**src/rtl/pfpu_lzc_norm.sv**
```systemverilog
// Pipelined leading-zero / leading-one counter and normaliser.
// One pipeline stage per count bit: stage k tests the upper (WIDTH >> k) bits
// of the test word and, if they are all zero, sets count bit (LOG-k) and
// left-shifts both the test word and the data word by that amount.
// The last stage also resolves the "no terminating bit" case and drives the
// registered outputs directly, so latency is exactly LOG enabled cycles.
module pfpu_lzc_norm #(
  parameter int unsigned WIDTH = 32,
  parameter int unsigned LOG   = 5
) (
  input  logic             sys_clk,
  input  logic             sys_rst,
  input  logic             ce,
  input  logic             valid_i,
  input  logic             mode_i,
  input  logic [WIDTH-1:0] d_i,
  output logic             valid_o,
  output logic [LOG:0]     cnt_o,
  output logic             zero_o,
  output logic [WIDTH-1:0] norm_o
);

  if (LOG != $clog2(WIDTH) || WIDTH < 4 || WIDTH > 64 ||
      (WIDTH & (WIDTH - 1)) != 0) begin : g_bad_param
    $error("pfpu_lzc_norm: WIDTH must be a power of two in 4..64 and LOG must equal clog2(WIDTH)");
  end

  typedef logic [WIDTH-1:0] word_t;
  typedef logic [LOG:0]     cnt_t;

  localparam cnt_t CNT_FULL = cnt_t'(WIDTH);

  // Inter-stage registers for stages 1..LOG-1 (stage LOG is the output register)
  word_t          t_q [LOG-1];
  word_t          s_q [LOG-1];
  cnt_t           c_q [LOG-1];
  logic [LOG-2:0] v_q;

  // Per-stage inputs and shifted results
  word_t          t_in [LOG];
  word_t          s_in [LOG];
  cnt_t           c_in [LOG];
  logic [LOG-1:0] v_in;
  word_t          t_nx [LOG];
  word_t          s_nx [LOG];
  cnt_t           c_nx [LOG];

  logic           final_zero;

  // Input conditioning plus the per-stage binary-search shift step
  always_comb begin
    t_in[0] = mode_i ? ~d_i : d_i;
    s_in[0] = d_i;
    c_in[0] = '0;
    v_in[0] = valid_i;
    for (int unsigned j = 1; j < LOG; j++) begin
      t_in[j] = t_q[j-1];
      s_in[j] = s_q[j-1];
      c_in[j] = c_q[j-1];
      v_in[j] = v_q[j-1];
    end
    for (int unsigned j = 0; j < LOG; j++) begin
      if ((t_in[j] >> (WIDTH - (WIDTH >> (j + 1)))) == '0) begin
        t_nx[j] = t_in[j] << (WIDTH >> (j + 1));
        s_nx[j] = s_in[j] << (WIDTH >> (j + 1));
        c_nx[j] = c_in[j] | (cnt_t'(1) << (LOG - 1 - j));
      end else begin
        t_nx[j] = t_in[j];
        s_nx[j] = s_in[j];
        c_nx[j] = c_in[j];
      end
    end
  end

  // After the final shift a clear MSB means the whole test word was zero
  assign final_zero = ~t_nx[LOG-1][WIDTH-1];

  // Pipeline advance on enable; reset clears valid tracking and outputs only
  always_ff @(posedge sys_clk) begin
    if (sys_rst) begin
      v_q     <= '0;
      valid_o <= 1'b0;
      cnt_o   <= '0;
      zero_o  <= 1'b0;
      norm_o  <= '0;
    end else if (ce) begin
      for (int unsigned j = 0; j < LOG - 1; j++) begin
        t_q[j] <= t_nx[j];
        s_q[j] <= s_nx[j];
        c_q[j] <= c_nx[j];
      end
      v_q     <= v_in[LOG-2:0];
      valid_o <= v_in[LOG-1];
      zero_o  <= final_zero;
      cnt_o   <= final_zero ? CNT_FULL : c_nx[LOG-1];
      norm_o  <= final_zero ? '0 : s_nx[LOG-1];
    end
  end

endmodule

```
**config.mk**
```make
export PLATFORM = sky130hd
export DESIGN_NAME = pfpu_lzc_norm
export DESIGN_NICKNAME = d
export VERILOG_FILES = /design/src/rtl/pfpu_lzc_norm.sv
export SDC_FILE = /design/constraint.sdc
export NUM_CORES = 1
export LEC_CHECK = 0
export BUFFER_PORTS_ARGS = -buffer_cell sky130_fd_sc_hd__buf_2
export CAP_MARGIN = 10
export CORE_UTILIZATION = 50
export DETAILED_ROUTE_END_ITERATION = 6
export GPL_ROUTABILITY_DRIVEN = 0
export GPL_TIMING_DRIVEN = 0
export PLACE_DENSITY = 0.75
export SLEW_MARGIN = 40
export SYNTH_ARGS = -nofsm -noshare
export SYNTH_HDL_FRONTEND = slang
export SYNTH_SLANG_ARGS = --single-unit
```
**constraint.sdc**
```tcl
create_clock -name sys_clk -period 10.3 [get_ports sys_clk]
set_clock_uncertainty 0.15 [all_clocks]
set_input_delay 2.06 -clock sys_clk [delete_from_list [all_inputs] [get_ports sys_clk]]
set_output_delay 2.06 -clock sys_clk [all_outputs]
set_load 0.05 [all_outputs]
```
==> out/results.txt, run 1 <==
Outcome: finished clean
Largest net degree at the start of global routing: 23
Register area share after synthesis: 66.8%
Synth Register Bits: 211
M1 wire length: 6.91 mm
Remaining global-route overflow: 0
Final-report hold violation count: 0
Post-CTS Setup Inserts: 0
# DRC: 0
Core Util, Final: 59.8%
Worst Hold End: c_q[2][3]
CTS Sinks: 211
H-tree Lvls: 1
Cts bufs inserted: 22
Average wire per standard cell: 17.2 um
Vias in the first global route: 5,117
R2R setup slack: 7.87 ns
Die area: 18,200 um^2
TNS Setup: 0 ns
Fin crit share: 44.5%
Post-DRT Antenna Nets: 0
Worst path required time: 10.36 ns
Initial antenna violation count: 0
Mapped Cells: 591
Share of cells above drive strength 1: 31.4%
Synth Area per Inst: 15.0 um^2
RSZ-0062 raised after global routing: false
Met3 wire length: 716 um
Cell area after synthesis: 8840 um^2
N_diodes: 0
Hold path start: c_q[1][3]
CTS tree: built
Vias/cell: 5.35
Crit Path Max Fanout: 21
Crit path kind: in2reg
I/O pin count: 77
Final HPWL DP: 11.9 mm
TritonRoute pass-1 iters: 4
Post-synth top flop: edfxtp_1
Distinct cell type count of the synthesized netlist: 31
EDFF count, synth: 168
Initial Util: 51.1%
Post-CTS sizing: 0
Setup violators final: 0
Post-synthesis async set-or-reset flop share: 0%
Port Buffer Count: 74
Most common cell after layout, fill and taps aside: edfxtp_1
Iter 0 DRT Violations: 240
Std-Cell Core Area: 17,300 um^2
Crit. End Element: flip-flop
Met2 wire len: 7.82 mm
Syn_nets: 628
Reg-to-reg startpoint: t_q[0][26]
Max_slew headroom: 52.5%
Worst hold slack: 0.266 ns
Worst Tran Pin Value: 0.707 ns
Highest Signal Layer: met4
Hold Path Depth: 0
Hold Path Class: reg2reg
Commonest cells after routing, fill and taps aside: 168 x edfxtp_1, 82 x mux2_2, 79 x buf_2, 43 x dfxtp_1, 41 x nor2_1
DIE HEIGHT: 135 um
Final min period: 4.59 ns
Die W: 135 um
Largest buffer count on any clock path: 3
Pwr Density: 181 nW/um^2
Root buffer cell: clkbuf_16
FF-to-FF End: s_q[1][25]
Skew-Pair Late Insertion Delay: 0.50 ns
Routed WL: 16.2 mm
CP arrival: 4.64 ns
First-pass GRT wire length: 26.0 mm
Reg clk slew, reported paths: 0.06 ns
Global-route usage over all layers: 18.3%
Area growth from synthesis to layout: 17.1%
# rows: 48
Highest clock rate: 218 MHz
Worst reg2reg path depth: 5
DR vias: 5,024
Pleak: 3.76 nW
Hold_buf cts: 0
Pins Over Slew Limit: 0
Synthesis Warnings: 0
# Max-Cap Violations: 0
Startpoint types: input pin
Max VDD drop: 0.122 mV
Layout net count: 735
-- sequential cells by signal, summed over array words and instances (netlist names) --
register and cells:
valid_o 1, s_q 128, norm_o 32, zero_o 1
t_q 30, v_q 4, c_q 10, cnt_o 5
-- synth_stat cells, drive strengths merged, types with 3 or more instances --
cell type  instances  area [um^2]
nand3              5         25.0
buf               11         62.6
nor2              41          154
a22oi             31          233
a21oi              5         25.0
and2              16          100
inv                3         11.3
mux2i             11          110
o21ai             17         85.1
a211oi            31          233
dfxtp             43          861
a21o              12         90.1
nand4              5         37.5
xnor2             32          280
nand2b             5         31.3
clkbuf            31          116
edfxtp           168         5040
mux2              98         1160
nor2b             16          100
or4                4         30.0
-- cells by family (layout without fill, tap and decap cells) --
logic type	count (synthesis)	count (layout)	synth area share [%]
buffers and inverters	45	168	2.15
muxes	109	109	14.4
xor gates and xnor gates	32	32	3.17
DFF	211	211	66.8
and+or+nand+nor	97	97	5.79
AOI/OAI and AO/OA	97	97	7.63
-- through the flow --
step / worst slack, ns / instances / area [um^2] / power, W
3_5_place_dp: 5.15 / 899 / 9680 / 0.00116
3_3_place_gp: 1.23 / 890 / 9490 / 0.00115
2_1_floorplan: 2.63 / 591 / 8840 / 0.00111
4_1_cts: 5.67 / 939 / 10300 / 0.00189
5_1_grt: 5.49 / 939 / 10300 / 0.00193
6_report: 5.71 / 939 / 10300 / 0.00187
-- layer usage --
layer  vias to the layer above  GRT usage [%]
met5                         -              0
met4                         0           8.99
met3                        46           2.97
met2                       143           32.4
met1                      2392           21.6
li1                       2443              -
-- worst max-delay path: stages --
cell      delay (ns)
clkbuf_1        0.27
clkbuf_1        0.51
nor2b_4         0.63
buf_8           0.24
buf_8           0.16
buf_8           0.17
buf_16          0.17
buf_8           0.21
buf_16          0.19
-- where the power goes --
part           internal [W]  switching [W]
Sequential         0.000965      0.0000181
Combinational     0.0000602      0.0000967
Clock              0.000432       0.000301
-- worst max-delay path by stage --
stage / slack, ns / start / end
global placement: 1.23 / ce / t_q[0][25]
global route: 5.49 / ce / t_q[0][31]
floorplan: 2.63 / ce / c_q[0][4]
detailed placement: 5.15 / ce / t_q[0][17]
CTS: 5.67 / ce / t_q[0][21]
finish: 5.71 / ce / t_q[0][24]
-- cell type report --
| cell class | count | area [um^2] |
|---|---|---|
| inverters | 3 | 11.3 |
| plain buffers | 42 | 179 |
| fillers | 1346 | 6950 |
| repair buffers | 83 | 543 |
| well taps | 225 | 282 |
| flip-flops and latches | 211 | 5910 |
| multi-input cells | 335 | 2760 |
| clock buffers | 29 | 598 |
| clock inverters | 11 | 75.1 |
Note: power is estimated with default switching activity, not from simulation.
==> run 2, diff against run 1 <==
Clock period 10.3 ns to 3.9 ns, I/O delays scaled along.
==> run 2 against run 1 <==
Net effect:
- sequential cell count is the same
- routed wire length shrank 1.7%
- clock-buffer cell count decreased by 2
- hold slack worse by 0.015 ns
- largest cell class unchanged
- global-route usage is 0.089 points lower
- critical path type unchanged
- clock power grew to 2.9 times the previous value
- combinational power rose to 2.6 times the previous value
==> out/results.txt, run 2 (same netlist as run 1, synthesis figures left out) <==
Largest net degree at the start of global routing: 25 (+8.7%)
Port Buffer Count: 74 (unchanged)
Fill cells: 1,279 (-5.0%)
Setup violators final: 0 (unchanged)
CTS Sinks: 211 (unchanged)
# rows: 48 (unchanged)
Pwr Density: 488 nW/um^2 (+170%)
Std-Cell Core Area: 17,300 um^2 (unchanged)
Area growth from synthesis to layout: 18.3%
Sw frac: 21.6% (-0.58 points)
Vias in the first global route: 4,974 (-2.8%)
Post-CTS sizing: 0 (unchanged)
Reg-to-reg startpoint: t_q[0][25]
Pleak: 3.82 nW (+1.4%)
CTS tree: built
Largest buffer count on any clock path: 3 (unchanged)
TNS Setup: 0 ns (unchanged)
Remaining global-route overflow: 0 (unchanged)
H-tree Lvls: 1 (unchanged)
RSZ-0062 raised after global routing: false
Hold_buf cts: 0 (unchanged)
Final-report hold violation count: 0 (unchanged)
Cts bufs inserted: 22 (unchanged)
Hold Path Class: reg2reg
R2R setup slack: 1.49 ns (-6.38 ns)
Crit path kind: in2reg
Most common cell after layout, fill and taps aside: edfxtp_1
Final min period: 2.55 ns
Seq pwr share: 50.9% (-1.6 points)
Initial Util: 51.1% (unchanged)
Layout net count: 735 (unchanged)
Fin crit share: 65.3%
Worst path required time: 3.95 ns (-6.41 ns)
Post-DRT Antenna Nets: 0 (unchanged)
P_sw: 0.00110 W (+170%)
Global-route usage over all layers: 18.2% (-0.089 points)
Commonest cells after routing, fill and taps aside: 168 x edfxtp_1, 82 x mux2_2, 79 x buf_2, 43 x dfxtp_1, 41 x nor2_1
Average wire per standard cell: 17.0 um (-1.5%)
Die area: 18,200 um^2 (unchanged)
Outcome: finished clean
# DRC: 0 (unchanged)
Reg clk slew, reported paths: 0.06 ns (about the same)
Biggest register: s_q
Final HPWL DP: 11.7 mm (-1.5%)
Internal power: 0.00400 W (+170%)
Max_slew headroom: 51.0% (-1.5 points)
N_diodes: 0 (unchanged)
TritonRoute pass-1 iters: 4 (unchanged)
Pins Over Slew Limit: 0 (unchanged)
Max reg flops: 128 (unchanged)
Root buffer cell: clkbuf_16
Biggest regs: s_q (128), norm_o (32), t_q (30)
Die W: 135 um (unchanged)
DIE HEIGHT: 135 um (unchanged)
Post-CTS Setup Inserts: 0 (unchanged)
Origin of the worst setup path: ce
Hold path start: c_q[1][3]
I/O pin count: 77 (unchanged)
Startpoint types: input pin
Max VDD drop: 0.349 mV (+190%)
Register area: 5910 um^2 (unchanged)
CP arrival: 2.59 ns (-2.05 ns)
Routed WL: 15.9 mm (-1.7%)
Highest clock rate: 392 MHz
DR vias: 4,961 (-1.3%)
Crit. End Element: flip-flop
Worst Tran Pin Value: 0.730 ns (+0.0227 ns)
Skew-Pair Late Insertion Delay: 0.51 ns (about the same)
# Max-Cap Violations: 0 (unchanged)
Comb power frac: 8.1% (-0.3 points)
Inst Count DP: 899 (unchanged)
Share of cells above drive strength 1: 32.0% (+0.65 points)
First-pass GRT wire length: 25.9 mm (-0.71%)
Area of the multi-input gates: 2760 um^2 (unchanged)
Vias/cell: 5.29 (-1.0%)
Crit Path Max Fanout: 23 (+9.5%)
Fin cells: 937 (-0.21%)
Clock share of power: 41.0% (+1.9 points)
Iter 0 DRT Violations: 270 (+13%)
Initial antenna violation count: 0 (unchanged)
==> run 2: changes by cell type in the layout (fill, tap and decap cells not counted), sizes merged <==
cell and delta:
clkinv -4, inv +3, bufinv +1, clkbuf -2
==> run 2: worst paths after layout <==
kind	end	depth (start not counted)
min	c_q[2][3]	0
min reg2reg	c_q[2][3]	0
max reg2reg	s_q[1][25]	5
max	t_q[0][17]	9
==> run 2: layer usage <==
| metal | global-route usage [%] | wire length (um) |
|---|---|---|
| met5 | 0 | 0 |
| met4 | 6.62 | 473 |
| met3 | 3.19 | 681 |
| met2 | 32.7 | 7990 |
| met1 | 21.9 | 6760 |
==> run 2: cell type report <==
type	count	share of cell area, %
clock inverter	11	1.14
inverter	3	0.108
sequential	211	56.5
timing repair buffer	83	5.20
clock buffer	27	6.06
tap	225	2.69
buffer	42	1.90
multi-input combinational	335	26.4
==> run 2: power by group through the flow <==
stage | clock network, W | logic [W] | registers (W)
after floorplan | 0 | 0.000202 | 0.00271
after global placement | 0 | 0.000382 | 0.00265
after detailed placement | 0 | 0.000413 | 0.00264
after CTS | 0.00213 | 0.000416 | 0.00260
after global routing | 0.00222 | 0.000445 | 0.00261
final | 0.00209 | 0.000414 | 0.00260
==> run 2: stage by stage <==
stage | hold slack, ns | setup WS (ns) | utilization (%) | total power (W) | area [um^2]
after floorplan | 0.250 | -0.274 | - | 0.00292 | 8860
after global placement | 0.256 | -0.967 | 55.0 | 0.00303 | 9520
after detailed placement | 0.257 | 0.833 | 56.1 | 0.00306 | 9700
after CTS | 0.255 | 1.35 | 60.4 | 0.00514 | 10400
after global routing | 0.274 | 1.24 | 60.4 | 0.00527 | 10400
final | 0.252 | 1.35 | 60.4 | 0.00510 | 10400
==> run 2: worst max-delay path, cell delays in order <==
cell and delay [ns]:
clkbuf_8 0.13, clkbuf_8 0.18, nor2b_4 0.38, buf_8 0.23, buf_16 0.17, buf_8 0.17, buf_8 0.18, buf_16 0.18
buf_8 0.18
